File: src/rtl/act_lut_interp_pkg.sv
// Shared widths and arithmetic helpers for the activation LUT interpolators
// (tanh here; the sigmoid variant reuses the same package and MAC).
package act_lut_interp_pkg;

    localparam int ACT_DATA_W = 8;
    localparam int ACT_ADDR_W = 4;
    localparam int ACT_FRAC_W = ACT_DATA_W - ACT_ADDR_W;

    function automatic int round_const(input int frac_w, input int round);
        return (round != 0) ? (1 << (frac_w - 1)) : 0;
    endfunction

    function automatic logic signed [31:0] sat_signed(input logic signed [31:0] v, input int w);
        logic signed [31:0] hi;
        logic signed [31:0] lo;
        hi = (32'sd1 <<< (w - 1)) - 32'sd1;
        lo = -(32'sd1 <<< (w - 1));
        if (v > hi) return hi;
        if (v < lo) return lo;
        return v;
    endfunction

endpackage

File: src/rtl/act_lut_interp_if.sv
// Valid/ready stream bundle: x in from the MAC accumulator, y out to the next layer.
interface act_lut_interp_if
    import act_lut_interp_pkg::*;
#(
    parameter int DATA_W = ACT_DATA_W
) ();

    logic                     in_valid;
    logic                     in_ready;
    logic signed [DATA_W-1:0] x;
    logic                     out_valid;
    logic                     out_ready;
    logic signed [DATA_W-1:0] y;

    modport master (
        output in_valid, output x, input in_ready,
        input out_valid, input y, output out_ready
    );

    modport slave (
        input in_valid, input x, output in_ready,
        output out_valid, output y, input out_ready
    );

endinterface

File: src/rtl/act_interp_mac.sv
// Combinational interpolation datapath: (next-base)*frac, then base + rounded
// shift of the registered product, saturated back to DATA_W.
module act_interp_mac
    import act_lut_interp_pkg::*;
#(
    parameter int DATA_W = ACT_DATA_W,
    parameter int FRAC_W = ACT_FRAC_W,
    parameter int ROUND  = 1
) (
    input  logic signed [DATA_W-1:0]        i_base,
    input  logic signed [DATA_W-1:0]        i_next,
    input  logic        [FRAC_W-1:0]        i_frac,
    output logic signed [DATA_W+FRAC_W+1:0] o_prod,
    input  logic signed [DATA_W+FRAC_W+1:0] i_prod,
    input  logic signed [DATA_W-1:0]        i_acc_base,
    output logic signed [DATA_W-1:0]        o_sum
);

    localparam int PW = DATA_W + FRAC_W + 2;
    localparam logic signed [PW:0] RC = (PW+1)'(round_const(FRAC_W, ROUND));

    logic signed [DATA_W:0] w_diff;
    logic signed [FRAC_W:0] w_frac_s;
    logic signed [PW:0]     w_rounded;
    logic signed [PW:0]     w_shifted;
    logic signed [PW+1:0]   w_sum;

    // Fraction is unsigned, so it gets a zero sign bit before the signed multiply.
    assign w_diff    = (DATA_W+1)'(i_next) - (DATA_W+1)'(i_base);
    assign w_frac_s  = {1'b0, i_frac};
    assign o_prod    = PW'(w_diff) * PW'(w_frac_s);

    assign w_rounded = (PW+1)'(i_prod) + RC;
    assign w_shifted = w_rounded >>> FRAC_W;
    assign w_sum     = (PW+2)'(i_acc_base) + (PW+2)'(w_shifted);
    assign o_sum     = DATA_W'(sat_signed(32'(w_sum), DATA_W));

endmodule

File: src/rtl/act_lut_interp.sv
// Pipelined piecewise-linear tanh interpolator sitting behind an external LUT.
// Stages: S1 holds x (drives LUT address), S2 holds base/next/frac, S3 holds product, then y.
module act_lut_interp
    import act_lut_interp_pkg::*;
#(
    parameter int DATA_W = ACT_DATA_W,
    parameter int ADDR_W = ACT_ADDR_W,
    parameter int FRAC_W = DATA_W - ADDR_W,
    parameter int ROUND  = 1
) (
    input  logic                     clk,
    input  logic                     rst,
    act_lut_interp_if.slave          bus,
    output logic        [ADDR_W-1:0] lut_address,
    input  logic signed [DATA_W-1:0] lut_base,
    input  logic signed [DATA_W-1:0] lut_next
);

    localparam int PW = DATA_W + FRAC_W + 2;

    logic                     w_stall;
    logic signed [PW-1:0]     w_prod;
    logic signed [DATA_W-1:0] w_sum;

    logic                     r_vld_p1;
    logic                     r_vld_p2;
    logic                     r_vld_p3;
    logic                     r_out_vld;
    logic signed [DATA_W-1:0] r_x_p1;
    logic signed [DATA_W-1:0] r_base_p2;
    logic signed [DATA_W-1:0] r_next_p2;
    logic        [FRAC_W-1:0] r_frac_p2;
    logic signed [PW-1:0]     r_prod_p3;
    logic signed [DATA_W-1:0] r_base_p3;
    logic signed [DATA_W-1:0] r_y;

    // One global stall: every stage holds together, so bubbles stay in place.
    assign w_stall       = r_out_vld & ~bus.out_ready;
    assign bus.in_ready  = ~w_stall;
    assign bus.out_valid = r_out_vld;
    assign bus.y         = r_y;
    assign lut_address   = r_x_p1[DATA_W-1 -: ADDR_W];

    always_ff @(posedge clk) begin
        if (rst) begin
            r_vld_p1  <= 1'b0;
            r_vld_p2  <= 1'b0;
            r_vld_p3  <= 1'b0;
            r_out_vld <= 1'b0;
            r_x_p1    <= '0;
            r_y       <= '0;
        end else if (!w_stall) begin
            r_vld_p1  <= bus.in_valid;
            r_vld_p2  <= r_vld_p1;
            r_vld_p3  <= r_vld_p2;
            r_out_vld <= r_vld_p3;
            if (bus.in_valid) r_x_p1 <= bus.x;
            // y only moves on a real item so it keeps its last value across bubbles.
            if (r_vld_p3) r_y <= w_sum;
        end
    end

    always_ff @(posedge clk) begin
        if (!w_stall) begin
            r_base_p2 <= lut_base;
            r_next_p2 <= lut_next;
            r_frac_p2 <= r_x_p1[FRAC_W-1:0];
            r_prod_p3 <= w_prod;
            r_base_p3 <= r_base_p2;
        end
    end

    act_interp_mac #(
        .DATA_W (DATA_W),
        .FRAC_W (FRAC_W),
        .ROUND  (ROUND)
    ) u_mac (
        .i_base     (r_base_p2),
        .i_next     (r_next_p2),
        .i_frac     (r_frac_p2),
        .o_prod     (w_prod),
        .i_prod     (r_prod_p3),
        .i_acc_base (r_base_p3),
        .o_sum      (w_sum)
    );

endmodule

File: src/flat_wrapper.sv
// flat-port wrapper written by rule: the top's interface ports become plain ports
module act_lut_interp_flat import act_lut_interp_pkg::*;
#(
    parameter int DATA_W = ACT_DATA_W,
    parameter int ADDR_W = ACT_ADDR_W,
    parameter int FRAC_W = DATA_W - ADDR_W,
    parameter int ROUND  = 1
)
  (clk, rst, lut_address, lut_base, lut_next, bus_in_valid, bus_x, bus_in_ready, bus_out_valid, bus_y, bus_out_ready);
  act_lut_interp_if #(.DATA_W(DATA_W)) bus_i ();
  input  logic clk;
  input  logic rst;
  output logic        [ADDR_W-1:0] lut_address;
  input  logic signed [DATA_W-1:0] lut_base;
  input  logic signed [DATA_W-1:0] lut_next;
  input wire logic [$bits(bus_i.in_valid)-1:0] bus_in_valid;
  input wire logic [$bits(bus_i.x)-1:0] bus_x;
  output wire logic [$bits(bus_i.in_ready)-1:0] bus_in_ready;
  output wire logic [$bits(bus_i.out_valid)-1:0] bus_out_valid;
  output wire logic [$bits(bus_i.y)-1:0] bus_y;
  input wire logic [$bits(bus_i.out_ready)-1:0] bus_out_ready;
  assign bus_i.in_valid = bus_in_valid;
  assign bus_i.x = bus_x;
  assign bus_in_ready = bus_i.in_ready;
  assign bus_out_valid = bus_i.out_valid;
  assign bus_y = bus_i.y;
  assign bus_i.out_ready = bus_out_ready;
  act_lut_interp #(.DATA_W(DATA_W), .ADDR_W(ADDR_W), .FRAC_W(FRAC_W), .ROUND(ROUND)) u_core (.clk(clk), .rst(rst), .bus(bus_i), .lut_address(lut_address), .lut_base(lut_base), .lut_next(lut_next));
endmodule
File: config.mk
export PLATFORM = sky130hd
export DESIGN_NAME = act_lut_interp_flat
export DESIGN_NICKNAME = d
export VERILOG_FILES = /design/src/rtl/act_lut_interp_pkg.sv /design/src/rtl/act_lut_interp_if.sv /design/src/rtl/act_interp_mac.sv /design/src/rtl/act_lut_interp.sv /design/src/flat_wrapper.sv
export SDC_FILE = /design/constraint.sdc
export NUM_CORES = 1
export LEC_CHECK = 0
export CAP_MARGIN = 0
export CELL_PAD_IN_SITES_DETAIL_PLACEMENT = 1
export CELL_PAD_IN_SITES_GLOBAL_PLACEMENT = 1
export CORE_MARGIN = 1.5
export CORE_UTILIZATION = 46
export DETAILED_ROUTE_END_ITERATION = 10
export PLACE_DENSITY = 0.91
export SETUP_SLACK_MARGIN = 0.15
export SYNTH_ARGS = -nofsm -noshare
export SYNTH_HDL_FRONTEND = slang
export SYNTH_HIERARCHICAL = 1
export SYNTH_SLANG_ARGS = --single-unit
export TNS_END_PERCENT = 20
File: constraint.sdc
create_clock -name clk -period 5.7 [get_ports clk]
set_input_delay 1.14 -clock clk [delete_from_list [all_inputs] [get_ports clk]]
set_output_delay 1.14 -clock clk [all_outputs]
set_load 0.005 [all_outputs]
# After elaboration in Yosys (flattened, before gate mapping)
# Cells that the tools add are included.
[word_totals] rom_bits=0 latchBits=0 inputBits=28 ram_bits=0 output_inout_bits=14 reg_bits=62 memories=0
[classes] bitwise=3 n_eq_ne=0 n_reduce_logical=2 mul=1 magnitude_cmp=2 n_div=0 shift=0 add_sub_neg=3 n_mux=7
[ops] operator="$mux W8" n=4
[ops] operator="$add A14 B5 Y15 const B" n=1
[ops] operator="$mul A9 B5 Y14" n=1
[ops] operator="$add A8 B11 Y12" n=1
[ops] operator="$gt A12 B8 Y1 const B" n=1
[ops] operator="$lt A12 B8 Y1 const B" n=1
[ops] operator="$sub A8 B8 Y9" n=1
[ops] operator="$reduce_and A2 Y1" n=2
[ops] operator="$mux W1" n=3
[ops] operator="$not A1 Y1" n=2
[ops] operator="$and A1 B1 Y1" n=1

# Longest topological paths before layout
[depth] depth_word=7 mapped_depth=21 mapped_depth_nobuf=21

# Cells and area by module
# Netlist, hierarchy kept.
[modules_own_cells] mod="act_interp_mac" area_each_um2=2463.6 cells_per_inst=316 n_inst=1
[modules_own_cells] mod="act_lut_interp" area_each_um2=2183.3 cells_per_inst=135 n_inst=1

# Worst setup path after synthesis
# No wires, ideal clock.
[synth_path] path_kind="flip-flop to flip-flop" from="register u_core.r_base_p2[0]" to="register u_core.r_prod_p3[12] (data pin)" path_stages_with_launch=20 slack_ns=1.068 period_less_slack_ns=4.632 setup_ns=0.258 arrival_time_ns=4.375 required_ns=5.442 cell_sequence="edfxtp_1 -> ha_1 -> fa_1 -> nor2b_1 -> o21ai_0 -> nor2b_1 -> xnor2_1 -> and2_1 -> ha_1 -> fa_1 -> inv_1 -> fa_1 -> inv_1 -> ha_1 -> inv_1 -> o21bai_1 -> a2111o_1 -> a31o_2 -> a21oi_1 -> xnor2_1"
[synth_between] elab_chain_len=2
[synth_lines] item="from (decl)" line="act_lut_interp.sv:30" rtl="logic signed [DATA_W-1:0] r_base_p2;"
[synth_lines] item="from (signal assigned)" line="act_lut_interp.sv:65" rtl="r_base_p2 <= lut_base;"
[synth_lines] item="$sub A8 B8 Y9" line="act_interp_mac.sv:29" rtl="assign w_diff = (DATA_W+1)'(i_next) - (DATA_W+1)'(i_base);"
[synth_lines] item="$mul A9 B5 Y14" line="act_interp_mac.sv:31" rtl="assign o_prod = PW'(w_diff) * PW'(w_frac_s);"
[synth_lines] item="via u_core.w_prod[12]" line="act_lut_interp.sv:22" rtl="logic signed [PW-1:0] w_prod;"
[synth_lines] item="to (signal assigned)" line="act_lut_interp.sv:68" rtl="r_prod_p3 <= w_prod;"
[synth_lines] item="to (decl)" line="act_lut_interp.sv:33" rtl="logic signed [PW-1:0] r_prod_p3;"
# The timed path passes the listed nets, and every way through them passes these cells.
# A chain may end at the register's enable or synchronous reset.

# Worst setup path in the final report
[layout_path] from="register u_core.r_base_p2[1]" to="register u_core.r_prod_p3[12] (data pin)"
# The elaborated chain is that of the path after synthesis.

==> metrics.txt <==
# TYPE chip_impl_metric gauge
chip_impl_info{name="outcome",value="finished, final reports clean"} 1
chip_impl_metric{name="dr_vias",unit=""} 3385
chip_impl_info{name="cts_tree",value="yes"} 1
chip_impl_metric{name="fin_crit_sh",unit="%"} 93.9
chip_impl_metric{name="clock.fmax",unit="MHz"} 187
chip_impl_metric{name="syn_to_final_growth",unit="%"} 14.8
chip_impl_metric{name="power.share.sequential",unit="%"} 34.3
chip_impl_metric{name="number_of_global_route_vias_before_repair",unit=""} 3628
chip_impl_metric{name="design.final.nets",unit=""} 578
chip_impl_info{name="hold_end",value="u_core/r_frac_p2[2]"} 1
chip_impl_metric{name="wire_per_inst",unit="um"} 18.0
chip_impl_metric{name="maxCapViolCount",unit=""} 0
chip_impl_metric{name="io-pin-count",unit=""} 42
chip_impl_metric{name="drt_pre_antenna_iters",unit=""} 4
chip_impl_metric{name="setup.reg_to_reg.worst_slack",unit="ps"} 350
chip_impl_metric{name="pin_count_of_the_biggest_net_entering_global_routing",unit=""} 69
chip_impl_metric{name="worst_slew_margin_rel",unit="%"} 31.7
chip_impl_metric{name="fillers",unit=""} 1066
chip_impl_metric{name="syn-num-nets",unit=""} 542
chip_impl_metric{name="share_clk_of_total_power",unit="%"} 24.2
chip_impl_metric{name="cts_buffer_count",unit=""} 9
chip_impl_metric{name="comb_power_share",unit="%"} 41.6
chip_impl_metric{name="dpl.hpwl",unit="um"} 8550
chip_impl_metric{name="synthCells",unit=""} 447
chip_impl_metric{name="routabilityCongestion",unit=""} 0.871
chip_impl_info{name="rr_startpoint",value="u_core/r_base_p2[1]"} 1
chip_impl_metric{name="clock_sinks",unit=""} 59
chip_impl_metric{name="grtUsageTotal",unit="%"} 22.0
chip_impl_metric{name="worst_r2r_path_depth",unit=""} 19
chip_impl_metric{name="postCtsSetupBuffers",unit=""} 0
chip_impl_info{name="worst_r2r_endpoint",value="u_core/r_prod_p3[12]"} 1
chip_impl_metric{name="syn_area_per_cell",unit="um2"} 10.2
chip_impl_metric{name="antenna_cells",unit=""} 0
chip_impl_metric{name="crit_path_max_fanout",unit=""} 4
chip_impl_metric{name="clkLatencyLatePin",unit="ps"} 360
chip_impl_metric{name="power_density",unit="nW/um2"} 310
chip_impl_metric{name="max_slew.worst_pin.slew",unit="ps"} 1020
chip_impl_info{name="min_from",value="u_core/r_x_p1[2]"} 1
chip_impl_metric{name="netlist_area_before_placement",unit="um2"} 4550
chip_impl_metric{name="clock_skew",unit="ps"} 18.9
chip_impl_metric{name="setup_tns",unit="ps"} 0
chip_impl_metric{name="routed_via_density",unit=""} 5.45
chip_impl_metric{name="die_width",unit="um"} 102
chip_impl_metric{name="count_of_cells_along_the_worst_hold_path",unit=""} 0
chip_impl_metric{name="final_cells",unit=""} 621
chip_impl_metric{name="core.rowCount",unit=""} 36
chip_impl_metric{name="cts_repair_resize_count",unit=""} 0
chip_impl_metric{name="grt_antenna_before_repair",unit=""} 0
chip_impl_metric{name="final_antenna_net_count",unit=""} 0
chip_impl_metric{name="worst_ep_required_time",unit="ps"} 5800
chip_impl_metric{name="final.min_clock_period",unit="ps"} 5350
chip_impl_metric{name="dr.first_iter.drc_count",unit=""} 98
chip_impl_metric{name="postCtsHoldBufs",unit=""} 0
chip_impl_metric{name="cts_max_level",unit=""} 3
chip_impl_metric{name="starting_utilization_of_the_core_area",unit="%"} 47.0
chip_impl_metric{name="grt_pass1_wl",unit="um"} 17400
chip_impl_metric{name="vdd_ir_drop_max",unit="uV"} 98.7
chip_impl_metric{name="die_area",unit="um2"} 10500
chip_impl_metric{name="switchingPower",unit="mW"} 0.612
chip_impl_metric{name="yosysWarningCount",unit=""} 6
chip_impl_info{name="clk_root_buffer_cell",value="sky130_fd_sc_hd__clkbuf_8"} 1
chip_impl_metric{name="grt.overflow.total",unit=""} 0
chip_impl_metric{name="die_height",unit="um"} 102
chip_impl_metric{name="worst-endpoint-arrival",unit="ps"} 5450
chip_impl_metric{name="detail_route.drc_violations",unit=""} 0
chip_impl_metric{name="setup_viol_count_final",unit=""} 0
chip_impl_info{name="setup_repair_after_global_routing_missed_its_margin",value="false"} 1
chip_impl_metric{name="placeableCoreArea",unit="um2"} 9680
chip_impl_metric{name="sw_frac_of_total",unit="%"} 37.8
chip_impl_metric{name="route.final.wire_length",unit="um"} 11200
chip_impl_metric{name="clock_path_buffers",unit=""} 2
chip_impl_metric{name="finalHoldViolations",unit=""} 0
chip_impl_metric{name="share_of_layout_cells_above_drive_strength_1",unit="%"} 7.58
chip_impl_metric{name="power.static_leakage",unit="nW"} 2.30
chip_impl_info{name="endpoint_kind",value="flop"} 1
chip_impl_metric{name="power.internal",unit="mW"} 1.01
chip_impl_metric{name="placed_cells_incl_taps",unit=""} 605
chip_impl_metric{name="clkTransAtPathRegs",unit="ps"} 70
chip_impl_metric{name="portBuffers",unit=""} 41
chip_impl_info{name="timing.hold.worst.class",value="flop to flop"} 1
chip_impl_info{name="critical_path.startpoint_type",value="flop"} 1
chip_impl_info{name="setup.worst_path.class",value="flop to flop"} 1
chip_impl_metric{name="report.final.slew_viol_count",unit=""} 0
[final cells by class]
cell class	instances	area, um2	share of cell area (%)
multi-input combinational	319	2680	51.3
tap	133	166	3.18
clock buffer	9	124	2.37
timing repair buffer	41	410	7.85
clock inverter	7	76.3	1.46
inverter	53	199	3.81
sequential	59	1570	30.1
[metrics by stage]
step	utilization, %	power [mW]	hold slack [ps]	instance area (um2)	setup WS, ps
6_report	54.0	1.62	441	5230	348
5_1_grt	54.0	1.71	452	5230	179
4_1_cts	54.0	1.62	441	5230	476
3_5_place_dp	51.9	1.22	424	5030	563
3_3_place_gp	51.9	1.17	417	5030	858
2_1_floorplan	-	1.05	409	4550	1070
[cells in the final DEF (no fill, tap or decap), types with 14 or more instances in the layout]
| cell type | count |
|---|---|
| sky130_fd_sc_hd__inv_1 | 53 |
| sky130_fd_sc_hd__ha_1 | 46 |
| sky130_fd_sc_hd__clkdlybuf4s50_1 | 41 |
| sky130_fd_sc_hd__edfxtp_1 | 39 |
| sky130_fd_sc_hd__a21oi_1 | 27 |
| sky130_fd_sc_hd__xnor2_1 | 24 |
| sky130_fd_sc_hd__nor2_1 | 23 |
| sky130_fd_sc_hd__and2_1 | 21 |
| sky130_fd_sc_hd__fa_1 | 21 |
| sky130_fd_sc_hd__dfxtp_1 | 20 |
| sky130_fd_sc_hd__nand2_1 | 17 |
| sky130_fd_sc_hd__nand3_1 | 14 |
[sequential cells by signal (all words and copies together) (netlist names)]
signal / flops
u_core/r_prod_p3: 11
u_core/bus.y: 8
u_core/r_base_p2: 8
u_core/r_base_p3: 8
u_core/r_next_p2: 8
u_core/r_x_p1: 8
u_core/r_frac_p2: 4
u_core/bus.out_valid: 1
u_core/r_vld_p1: 1
u_core/r_vld_p2: 1
u_core/r_vld_p3: 1
[worst max-delay path by stage]
stage                              from                   end  slack (ps)  depth (start not counted)
floorplan           u_core/r_base_p2[0]  u_core/r_prod_p3[12]        1070                         19
global placement    u_core/r_base_p2[1]  u_core/r_prod_p3[11]         860                         21
detailed placement  u_core/r_base_p2[1]  u_core/r_prod_p3[11]         560                         21
CTS                 u_core/r_base_p2[1]  u_core/r_prod_p3[11]         480                         21
global route        u_core/r_base_p2[1]  u_core/r_prod_p3[11]         180                         21
finish              u_core/r_base_p2[1]  u_core/r_prod_p3[12]         350                         19
[routing by layer]
layer  share of wire, %  global-route usage [%]
met2                 54                    40.7
met1                 40                    24.1
met3                2.2                    3.63
met4                3.4                    11.7
met5                  0                       0
[worst max-delay path: stages, from the launching register on]
cell and delay [ps]:
sky130_fd_sc_hd__edfxtp_1 450, sky130_fd_sc_hd__inv_1 140, sky130_fd_sc_hd__ha_1 230, sky130_fd_sc_hd__nor2b_1 140, sky130_fd_sc_hd__o21ai_0 300, sky130_fd_sc_hd__a21boi_0 190
sky130_fd_sc_hd__nor2_1 280, sky130_fd_sc_hd__and2_1 190, sky130_fd_sc_hd__ha_1 250, sky130_fd_sc_hd__fa_1 540, sky130_fd_sc_hd__inv_1 60, sky130_fd_sc_hd__fa_1 570
sky130_fd_sc_hd__inv_1 60, sky130_fd_sc_hd__ha_1 340, sky130_fd_sc_hd__a21oi_1 260, sky130_fd_sc_hd__o21bai_1 140, sky130_fd_sc_hd__a2111o_1 460, sky130_fd_sc_hd__a31o_2 250
sky130_fd_sc_hd__a21oi_1 170, sky130_fd_sc_hd__xnor2_1 80
[power groups by stage]
| stage | registers, mW | clock network (mW) | logic, mW |
|---|---|---|---|
| final | 0.555 | 0.391 | 0.673 |
| after floorplan | 0.549 | 0 | 0.497 |
| after CTS | 0.556 | 0.398 | 0.669 |
| after global placement | 0.560 | 0 | 0.609 |
| after detailed placement | 0.565 | 0 | 0.657 |
| after global routing | 0.563 | 0.417 | 0.735 |
No activity file was read; power rests on OpenSTA's default activity.
